$ cat src/rtl/if_stage_pkg.sv
// Shared fetch-stage definitions: widths, NOP encoding and the fetch FSM states.
// Imported by pc_reg and if_stage.
package if_stage_pkg;

    localparam int INSTRUCTION_LEN = 32;
    localparam int WORD_LEN        = 32;
    localparam int PC_LEN_DEF      = 12;

    localparam logic [INSTRUCTION_LEN-1:0] NOP = '0;

    typedef enum logic [1:0] {
        BOOT = 2'd0,
        RUN  = 2'd1,
        HALT = 2'd2
    } fetch_state_e;

endpackage

$ cat src/rtl/if_stage_pc_reg.sv
// Program counter register: synchronous clear, load, hold or wrap-around increment.
// Ports: clk, rst, load_i (take target_i), hold_i (keep value), target_i, pc_o.
module pc_reg
    import if_stage_pkg::*;
#(
    parameter int PC_LEN = PC_LEN_DEF
) (
    input  logic              clk,
    input  logic              rst,
    input  logic              load_i,
    input  logic              hold_i,
    input  logic [PC_LEN-1:0] target_i,
    output logic [PC_LEN-1:0] pc_o
);

    logic [PC_LEN-1:0] pc_q;
    logic [PC_LEN-1:0] pc_d;

    // Load beats hold; plain increment wraps naturally at all-ones.
    always_comb begin
        pc_d = pc_q + 1'b1;
        if (load_i) begin
            pc_d = target_i;
        end else if (hold_i) begin
            pc_d = pc_q;
        end
    end

    always_ff @(posedge clk) begin
        if (rst) begin
            pc_q <= '0;
        end else begin
            pc_q <= pc_d;
        end
    end

    assign pc_o = pc_q;

endmodule

$ cat src/rtl/if_stage.sv
// Instruction fetch stage: PC control, IF/ID register and BOOT/RUN/HALT FSM.
// Ports: clk, rst, stall, branch_taken, branch_target, halt_req, imem_addr,
//        imem_data, PR1_instruction, PR1_PC, PR1_valid, halted.
module if_stage
    import if_stage_pkg::*;
#(
    parameter int PC_LEN = PC_LEN_DEF
) (
    input  logic                       clk,
    input  logic                       rst,
    input  logic                       stall,
    input  logic                       branch_taken,
    input  logic [PC_LEN-1:0]          branch_target,
    input  logic                       halt_req,
    output logic [PC_LEN-1:0]          imem_addr,
    input  logic [INSTRUCTION_LEN-1:0] imem_data,
    output logic [INSTRUCTION_LEN-1:0] PR1_instruction,
    output logic [PC_LEN-1:0]          PR1_PC,
    output logic                       PR1_valid,
    output logic                       halted
);

    fetch_state_e               state_q;
    logic                       halted_q;
    logic [INSTRUCTION_LEN-1:0] instr_q;
    logic [PC_LEN-1:0]          pr1_pc_q;
    logic                       valid_q;

    logic              pc_load;
    logic              pc_hold;
    logic [PC_LEN-1:0] pc;

    // PC only advances on a plain RUN fetch; branch loads, all else holds.
    always_comb begin
        pc_load = 1'b0;
        pc_hold = 1'b1;
        if (state_q == RUN) begin
            if (branch_taken) begin
                pc_load = 1'b1;
            end else if (!halt_req && !stall) begin
                pc_hold = 1'b0;
            end
        end
    end

    pc_reg #(
        .PC_LEN   (PC_LEN)
    ) u_pc_reg (
        .clk      (clk),
        .rst      (rst),
        .load_i   (pc_load),
        .hold_i   (pc_hold),
        .target_i (branch_target),
        .pc_o     (pc)
    );

    always_ff @(posedge clk) begin
        if (rst) begin
            state_q  <= BOOT;
            halted_q <= 1'b0;
            instr_q  <= NOP;
            pr1_pc_q <= '0;
            valid_q  <= 1'b0;
        end else begin
            case (state_q)
                BOOT: begin
                    state_q  <= RUN;
                    instr_q  <= NOP;
                    pr1_pc_q <= '0;
                    valid_q  <= 1'b0;
                end
                RUN: begin
                    if (branch_taken) begin
                        instr_q  <= NOP;
                        pr1_pc_q <= '0;
                        valid_q  <= 1'b0;
                    end else if (halt_req) begin
                        state_q  <= HALT;
                        halted_q <= 1'b1;
                        instr_q  <= NOP;
                        pr1_pc_q <= '0;
                        valid_q  <= 1'b0;
                    end else if (!stall) begin
                        instr_q  <= imem_data;
                        pr1_pc_q <= pc;
                        valid_q  <= 1'b1;
                    end
                end
                HALT: begin
                    instr_q  <= NOP;
                    pr1_pc_q <= '0;
                    valid_q  <= 1'b0;
                end
                default: begin
                    state_q  <= BOOT;
                    halted_q <= 1'b0;
                    instr_q  <= NOP;
                    pr1_pc_q <= '0;
                    valid_q  <= 1'b0;
                end
            endcase
        end
    end

    assign imem_addr       = pc;
    assign PR1_instruction = instr_q;
    assign PR1_PC          = pr1_pc_q;
    assign PR1_valid       = valid_q;
    assign halted          = halted_q;

endmodule

$ cat config.mk
export PLATFORM = sky130hd
export DESIGN_NAME = if_stage
export DESIGN_NICKNAME = d
export VERILOG_FILES = /design/src/rtl/if_stage_pkg.sv /design/src/rtl/if_stage_pc_reg.sv /design/src/rtl/if_stage.sv
export SDC_FILE = /design/constraint.sdc
export NUM_CORES = 1
export LEC_CHECK = 0
export ABC_AREA = 0
export CAP_MARGIN = 40
export CORE_ASPECT_RATIO = 0.6
export CORE_MARGIN = 5
export CORE_UTILIZATION = 41
export CTS_CLUSTER_SIZE = 24
export DETAILED_ROUTE_END_ITERATION = 10
export PLACE_DENSITY = 0.76
export RECOVER_POWER = 100
export SYNTH_ARGS = -nofsm -noshare
export SYNTH_HDL_FRONTEND = slang
export SYNTH_SLANG_ARGS = --single-unit
$ cat constraint.sdc
create_clock -name clk -period 2 [get_ports clk]
set_input_delay 0.4 -clock clk [delete_from_list [all_inputs] [get_ports clk]]
set_output_delay 0.4 -clock clk [all_outputs]
set_load 0.05 [all_outputs]
==> impl_metrics.env, run 1 <==
export IMPL_power_w=0.002911
export IMPL_timing_hold_ws_ns=0.4745
export IMPL_die_width_um=108.5
export IMPL_ys_seq_elements=60
export IMPL_syn2layout_area_growth_pct=56.79
export IMPL_power_switching_w=0.0006982
export IMPL_drc_errors=0
export IMPL_avgSynthCellArea_um2=9.942
export IMPL_vias=2119
export IMPL_setup_violations=0
export IMPL_synth_seq_area_share_pct=50.34
export IMPL_antenna_found_initial=0
export IMPL_period_share_pct=96.92
export IMPL_pwr_share_seq_pct=43.4
export IMPL_ys_flop_type="dfxtp_1"
export IMPL_worstPathRequired_ns=2.25
export IMPL_numCtsBuffers=9
export IMPL_maxCapViolCount=0
export IMPL_synth_mux_area_share_pct=19.77
export IMPL_final_cell_mix="clkdlybuf4s50_1 (85), dfxtp_1 (56), nor2_1 (54)"
export IMPL_synth_edf_count=0
export IMPL_io_buffers=106
export IMPL_leakagePower_nw=1.477
export IMPL_power_density_nw_per_um2=778.2
export IMPL_synth_xor_area_share_pct=2.569
export IMPL_grt_total_usage_pct=17.08
export IMPL_ys_types=35
export IMPL_ys_warn_count=0
export IMPL_drtIter0Drc=120
export IMPL_dp_final_hpwl_um=4743
export IMPL_cts_tree="done"
export IMPL_fmax_mhz=515.9
export IMPL_synthAdderAreaFrac_pct=0.5244
export IMPL_seq_area_um2=1206
export IMPL_peakVddDrop_v=0.0006860
export IMPL_maxSlewViolCount=0
export IMPL_min_path_type="reg -> reg"
export IMPL_post_dp_cell_area_um2=3557
export IMPL_synthArstFlopShare_pct=0
export IMPL_p_int_w=0.002213
export IMPL_place_ws_ns=-0.07492
export IMPL_nets=404
export IMPL_multiInputGateArea_um2=1124
export IMPL_synth_compound_gate_area_share_pct=6.974
export IMPL_start_util_pct=42.63
export IMPL_worst_slack_ns=0.06160
export IMPL_drive_above_1_share_pct=9.777
export IMPL_synthSimpleGateAreaFrac_pct=17.25
export IMPL_routedWlPerCell_um=14.27
export IMPL_ios=107
export IMPL_firstDrtPassIters=6
export IMPL_stdcell_area_um2=3741
export IMPL_rows=21
export IMPL_clk_latency_ns=0.32
export IMPL_root_buffer="clkbuf_8"
export IMPL_syn_inst=240
export IMPL_cp_max_fo=7
export IMPL_clock_sinks=60
export IMPL_clkSlewWorstSetupHoldPaths_ns=0.07
export IMPL_grt_pass1_vias=2041
export IMPL_clkPwrFrac_pct=42.7
export IMPL_syn_area_um2=2386
export IMPL_rsz0062_at_grt="false"
export IMPL_start_kind="flop"
export IMPL_globalplace_congestion=0.8252
export IMPL_final_common_cell="clkdlybuf4s50_1"
export IMPL_antennaDiodeCount=0
export IMPL_clock_skew_ns=0.007681
export IMPL_worstMarginPinSlew_ns=0.6306
export IMPL_critPathKind="reg -> reg"
export IMPL_drt_wl_total_um=6250
export IMPL_vias_per_cell=4.838
export IMPL_grt_max_degree=28
export IMPL_grt_pass1_wl_um=10220
export IMPL_dieArea_um2=7495
export IMPL_setup_tns_ns=0
export IMPL_swShare_pct=23.98
export IMPL_cp_end_kind="flop"
export IMPL_grt_overflow_total=0
export IMPL_cts_setup_buffers=0
export IMPL_min_period_ns=1.938
export IMPL_synth_top_family_by_area="multiplexers"
export IMPL_cts_max_level=3
export IMPL_detail_route_antenna_nets=0
export IMPL_clock_path_buffers=2
export IMPL_final_hold_viol_count=0
export IMPL_arrival_ns=2.19
export IMPL_relSlewSlack_pct=58.14
export IMPL_run_status="finished, final reports clean"
export IMPL_fill_cells=477
export IMPL_combPwrFrac_pct=13.9
export IMPL_die_y_um=69.09
export IMPL_syn_num_nets=290
export IMPL_core_area_um2=5597
==> path summary, 6_finish.rpt <==
path | cells past startpoint | slack (ns) | endpoint | start
setup reg to reg | 5 | 0.06 | u_pc_reg.pc_o[10]$_SDFFE_PP0P_ | u_pc_reg.pc_o[1]$_SDFFE_PP0P_
setup / recovery | 5 | 0.06 | u_pc_reg.pc_o[10]$_SDFFE_PP0P_ | u_pc_reg.pc_o[1]$_SDFFE_PP0P_
hold / removal | 2 | 0.47 | PR1_valid$_SDFFE_PP0N_ | PR1_valid$_SDFFE_PP0N_
hold reg to reg | 2 | 0.47 | PR1_valid$_SDFFE_PP0N_ | PR1_valid$_SDFFE_PP0N_
==> sequential cells by signal (all words and copies together) (netlist names) <==
| register | count |
|---|---|
| u_pc_reg.pc_o | 12 |
| PR1_instruction | 32 |
| PR1_valid | 1 |
| halted | 1 |
| state_q | 2 |
| PR1_PC | 12 |
==> what timing repair did <==
item                       in CTS  in global routing
setup endpoints to repair       1                  2
hold buffers                    0                  0
resized for setup               1                  2
==> worst max-delay path: stages, from the launching register on <==
cell,delay (ns)
dfxtp_1,0.53
ha_1,0.32
nand2_1,0.07
or3_1,0.32
or4_1,0.50
a31oi_1,0.13
==> cell usage after synthesis (all sizes together), types with 2 or more instances <==
master | instances | share of area (%)
dfxtp | 60 | 50
nor2 | 54 | 8.5
mux2i | 46 | 19
a211oi | 10 | 3.4
nand2 | 8 | 1.3
buf | 7 | 1.2
clkbuf | 7 | 1.1
xor2 | 6 | 2.2
a21oi | 5 | 1.0
nand4 | 5 | 1.3
a22oi | 2 | 0.63
inv | 2 | 0.31
nand2b | 2 | 0.52
nand3 | 2 | 0.42
nor2b | 2 | 0.52
nor4 | 2 | 0.52
or3 | 2 | 0.52
or4 | 2 | 0.63
or4b | 2 | 0.84
==> layout make-up <==
cell class | count | share of cell area (%)
Sequential cell | 60 | 32.24
Tap cell | 80 | 2.676
Clock buffer | 12 | 4.415
Timing Repair Buffer | 117 | 28.60
Multi-Input combinational cell | 164 | 30.03
Clock inverter | 3 | 1.839
Inverter | 2 | 0.2007
==> routing by layer <==
layer  part of all wire, %  wire length (um)  up-vias  track usage (%)
met4                   1.1                68        0            6.303
li1                      -                 -     1066                -
met3                   7.1               445        6            5.037
met2                    42              2614       71            24.30
met1                    50              3122      976            24.21
met5                     0                 0        -                0
==> per-stage QoR <==
| stage | std cells | util [%] |
|---|---|---|
| 6_report | 438 | 66.85 |
| 2_1_floorplan | 240 | - |
| 3_5_place_dp | 423 | 63.56 |
| 4_1_cts | 438 | 67.72 |
| 3_3_place_gp | 423 | 63.56 |
| 5_1_grt | 438 | 66.85 |
==> logic make-up after synthesis <==
logic type | Yosys count
AND/OR/NAND/NOR | 86
flip-flops | 60
multiplexers | 47
AO/OA/AOI/OAI | 23
buffers and inverters | 16
XOR/XNOR | 7
adder cells (fa/ha/maj) | 1
==> power groups by stage <==
stage               Combinational (W)  Sequential, W  Clock, W
finish                       0.000405        0.00126   0.00124
global route                 0.000432        0.00127   0.00133
CTS                          0.000421        0.00126   0.00128
detailed placement           0.000420        0.00129         0
global placement             0.000416        0.00129         0
floorplan                    0.000139        0.00138         0
No activity file was read; power rests on OpenSTA's default activity.
==> run 2, diff against run 1 <==
CORE_UTILIZATION = 43   (was 41)
SYNTH_HIERARCHICAL = 1   (was unset)
clock period = 1.8 ns   (was 2 ns; I/O delays follow)
==> run 2 against run 1 <==
  * The run now ends with setup timing left
  * Critical path type is now in -> reg
  * Die area is 7.8% higher
  * Routed wire length is 14% higher
  * Power is 12% higher
  * Register-to-register slack got worse by 0.16 ns
==> impl_metrics.env, run 2 <==
export IMPL_fmax_mhz=525.6
export IMPL_cts_tree="done"
export IMPL_ios=107
export IMPL_violations="setup timing"
export IMPL_ys_seq_elements=60
export IMPL_synth_edf_count=0
export IMPL_power_w=0.003268
export IMPL_route_met3_wl_um=736
export IMPL_die_y_um=71.67
export IMPL_maxCapViolCount=0
export IMPL_r2r_start="state_q[1]$_SDFFE_PP0P_"
export IMPL_drtIter0Drc=88
export IMPL_ctsHoldBuffers=0
export IMPL_critPathKind="in -> reg"
export IMPL_grt_pass1_vias=2250
export IMPL_root_buffer="clkbuf_8"
export IMPL_ys_warn_count=6
export IMPL_drive_above_1_share_pct=17.71
export IMPL_die_width_um=112.8
export IMPL_ys_types=36
export IMPL_vias_per_cell=4.938
export IMPL_hold_path_endpoint="halted$_SDFFE_PP0P_"
export IMPL_start_kind="input pin"
export IMPL_antennaDiodeCount=0
export IMPL_run_status="finished with violations"
export IMPL_peakVddDrop_v=0.0004364
export IMPL_cts_max_level=3
export IMPL_syn_inst=246
export IMPL_clock_skew_ns=0.009410
export IMPL_fin_util_pct=60.64
export IMPL_largest_register_ffs=32
export IMPL_fill_cells=571
export IMPL_worstMarginPinSlew_ns=0.6433
export IMPL_syn_area_um2=2725
export IMPL_routedWlPerCell_um=15.82
export IMPL_dp_final_hpwl_um=4982
export IMPL_synth_most_common_cell="dfxtp_1"
export IMPL_p_int_w=0.002463
export IMPL_period_share_pct=105.7
export IMPL_io_buffers=106
export IMPL_final_common_cell="dfxtp_1"
export IMPL_synth_top_area_share_pct=44.08
export IMPL_r2r_cells=6
export IMPL_detail_route_antenna_nets=0
export IMPL_globalplace_congestion=0.7966
export IMPL_synthArstFlopShare_pct=0
export IMPL_synth_seq_area_share_pct=44.08
export IMPL_power_density_nw_per_um2=878.0
export IMPL_rows=22
export IMPL_drt_wl_total_um=7135
export IMPL_firstDrtPassIters=4
export IMPL_worst_slack_ns=-0.1027
export IMPL_pwr_share_seq_pct=42.6
export IMPL_clkPwrFrac_pct=43.4
export IMPL_relSlewSlack_pct=57.30
export IMPL_dr_max_layer_used="met4"
export IMPL_route_layer_met1_wl_um=3451
export IMPL_worstPathRequired_ns=2.06
export IMPL_yosys_area_top_type="dfxtp_1"
export IMPL_syn_num_nets=296
export IMPL_post_dp_cell_area_um2=3765
export IMPL_numCtsBuffers=9
export IMPL_dieArea_um2=8082
export IMPL_vias=2227
export IMPL_wl_met2_um=2903
export IMPL_start_util_pct=44.39
export IMPL_grt_total_usage_pct=17.38
export IMPL_setup_tns_ns=-0.5514
export IMPL_final_cell_mix="dfxtp_1 (58), clkbuf_1 (50), mux2i_1 (47)"
export IMPL_grt_overflow_total=0
export IMPL_setup_violations=10
export IMPL_clk_latency_ns=0.34
export IMPL_leakagePower_nw=1.509
export IMPL_swShare_pct=24.64
export IMPL_grt_pass1_wl_um=11120
export IMPL_rsz0062_at_grt="true"
export IMPL_ys_flop_type="dfxtp_1"
export IMPL_antenna_found_initial=0
export IMPL_min_path_type="reg -> reg"
export IMPL_cp_max_fo=3
export IMPL_grt_max_degree=46
export IMPL_arrival_ns=2.17
export IMPL_synth_common_cells="dfxtp_1 (60), mux2i_1 (47), nor3_2 (40)"
export IMPL_clock_path_buffers=2
export IMPL_ff2ff_setup_slack_ns=-0.10
export IMPL_nets=412
export IMPL_r2r_end="u_pc_reg/pc_o[6]$_SDFFE_PP0P_"
export IMPL_final_hold_viol_count=0
export IMPL_combPwrFrac_pct=14.1
export IMPL_maxSlewViolCount=0
export IMPL_clock_sinks=60
export IMPL_syn2layout_area_growth_pct=36.59
export IMPL_power_switching_w=0.0008054
export IMPL_clkSlewWorstSetupHoldPaths_ns=0.07
export IMPL_synth_area_leaders="dfxtp_1 (44%), mux2i_1 (17%), nor3_2 (15%), buf_12 (2.9%), xor2_1 (1.9%)"
export IMPL_min_path_cells=2
export IMPL_stdcell_area_um2=3722
export IMPL_avgSynthCellArea_um2=11.08
export IMPL_hold_path_startpoint="halted$_SDFFE_PP0P_"
export IMPL_cp_end_kind="flop"
export IMPL_core_area_um2=6138
export IMPL_drc_errors=0
export IMPL_min_period_ns=1.903
run 2: cell type report:
type	count	area [um2]	share of cell area [%]
Inverter	5	18.77	0.5042
Timing Repair Buffer	124	910.9	24.47
Clock buffer	13	168.9	4.538
Tap cell	84	105.1	2.824
Multi-Input combinational cell	162	1247	33.51
Sequential cell	60	1204	32.34
Clock inverter	3	67.56	1.815
run 2: power groups by stage:
stage	Clock, W	Combinational (W)	Sequential [W]
after floorplan	0	0.000204	0.00151
after global placement	0	0.000485	0.00142
after detailed placement	0	0.000490	0.00142
after CTS	0.00145	0.000497	0.00139
after global routing	0.00150	0.000491	0.00140
final	0.00142	0.000460	0.00139
run 2: worst max path at each step:
stage | from | endpoint | slack [ns] | cells after the start
floorplan | branch_taken | u_pc_reg/pc_o[6]$_SDFFE_PP0P_ | -0.37 | 8
global placement | branch_taken | u_pc_reg/pc_o[6]$_SDFFE_PP0P_ | -0.57 | 7
detailed placement | branch_taken | u_pc_reg/pc_o[6]$_SDFFE_PP0P_ | -0.61 | 7
CTS | state_q[1]$_SDFFE_PP0P_ | u_pc_reg/pc_o[6]$_SDFFE_PP0P_ | -0.13 | 6
global route | state_q[1]$_SDFFE_PP0P_ | u_pc_reg/pc_o[4]$_SDFFE_PP0P_ | -0.15 | 7
finish | halt_req | u_pc_reg/pc_o[6]$_SDFFE_PP0P_ | -0.10 | 7
run 2: metal layers:
layer	vias up	global-route usage, %
li1	1106	-
met3	5	9.114
met1	1033	21.93
met4	0	4.933
met2	83	25.98
met5	-	0
run 2: critical path, stage by stage:
cell           delay (ns)
dlygate4sd2_1        0.24
or4b_4               0.53
or2_4                0.26
nand2b_4             0.15
or3_1                0.31
a21o_1               0.17
a21oi_2              0.13
run 2: cells by family (layout without fill, tap and decap cells):
kind of cell / Yosys count / in the layout / share of synthesized area, %
AOI/OAI and AO/OA: 20 / 20 / 4.592
xor gates and xnor gates: 10 / 10 / 3.214
adders and majority gates: 1 / 1 / 0.4591
buffers and inverters: 24 / 145 / 6.290
DFF: 60 / 60 / 44.08
muxes: 47 / 47 / 17.26
and+or+nand+nor: 84 / 84 / 24.11
run 2: repair_timing:
| item | in CTS | in global routing |
|---|---|---|
| buffers inserted | 4 | 0 |
| setup endpoints to repair | 12 | 12 |
| pin swaps | 10 | 9 |
| gates resized for setup | 11 | 2 |
run 2: per-stage QoR:
| step | hold WS, ns | cells | setup slack (ns) |
|---|---|---|---|
| after global placement | 0.4595 | 431 | -0.5677 |
| final | 0.5086 | 451 | -0.1027 |
| after global routing | 0.5381 | 451 | -0.1525 |
| after CTS | 0.5048 | 451 | -0.1346 |
| after detailed placement | 0.4881 | 431 | -0.6133 |
| after floorplan | 0.4316 | 246 | -0.3705 |
==> run 3, diff against run 2 <==
CTS_CLUSTER_DIAMETER = 120   (was unset)
==> results of run 3 <==
Final layout, timing and power as in run 2 (identical DEF).
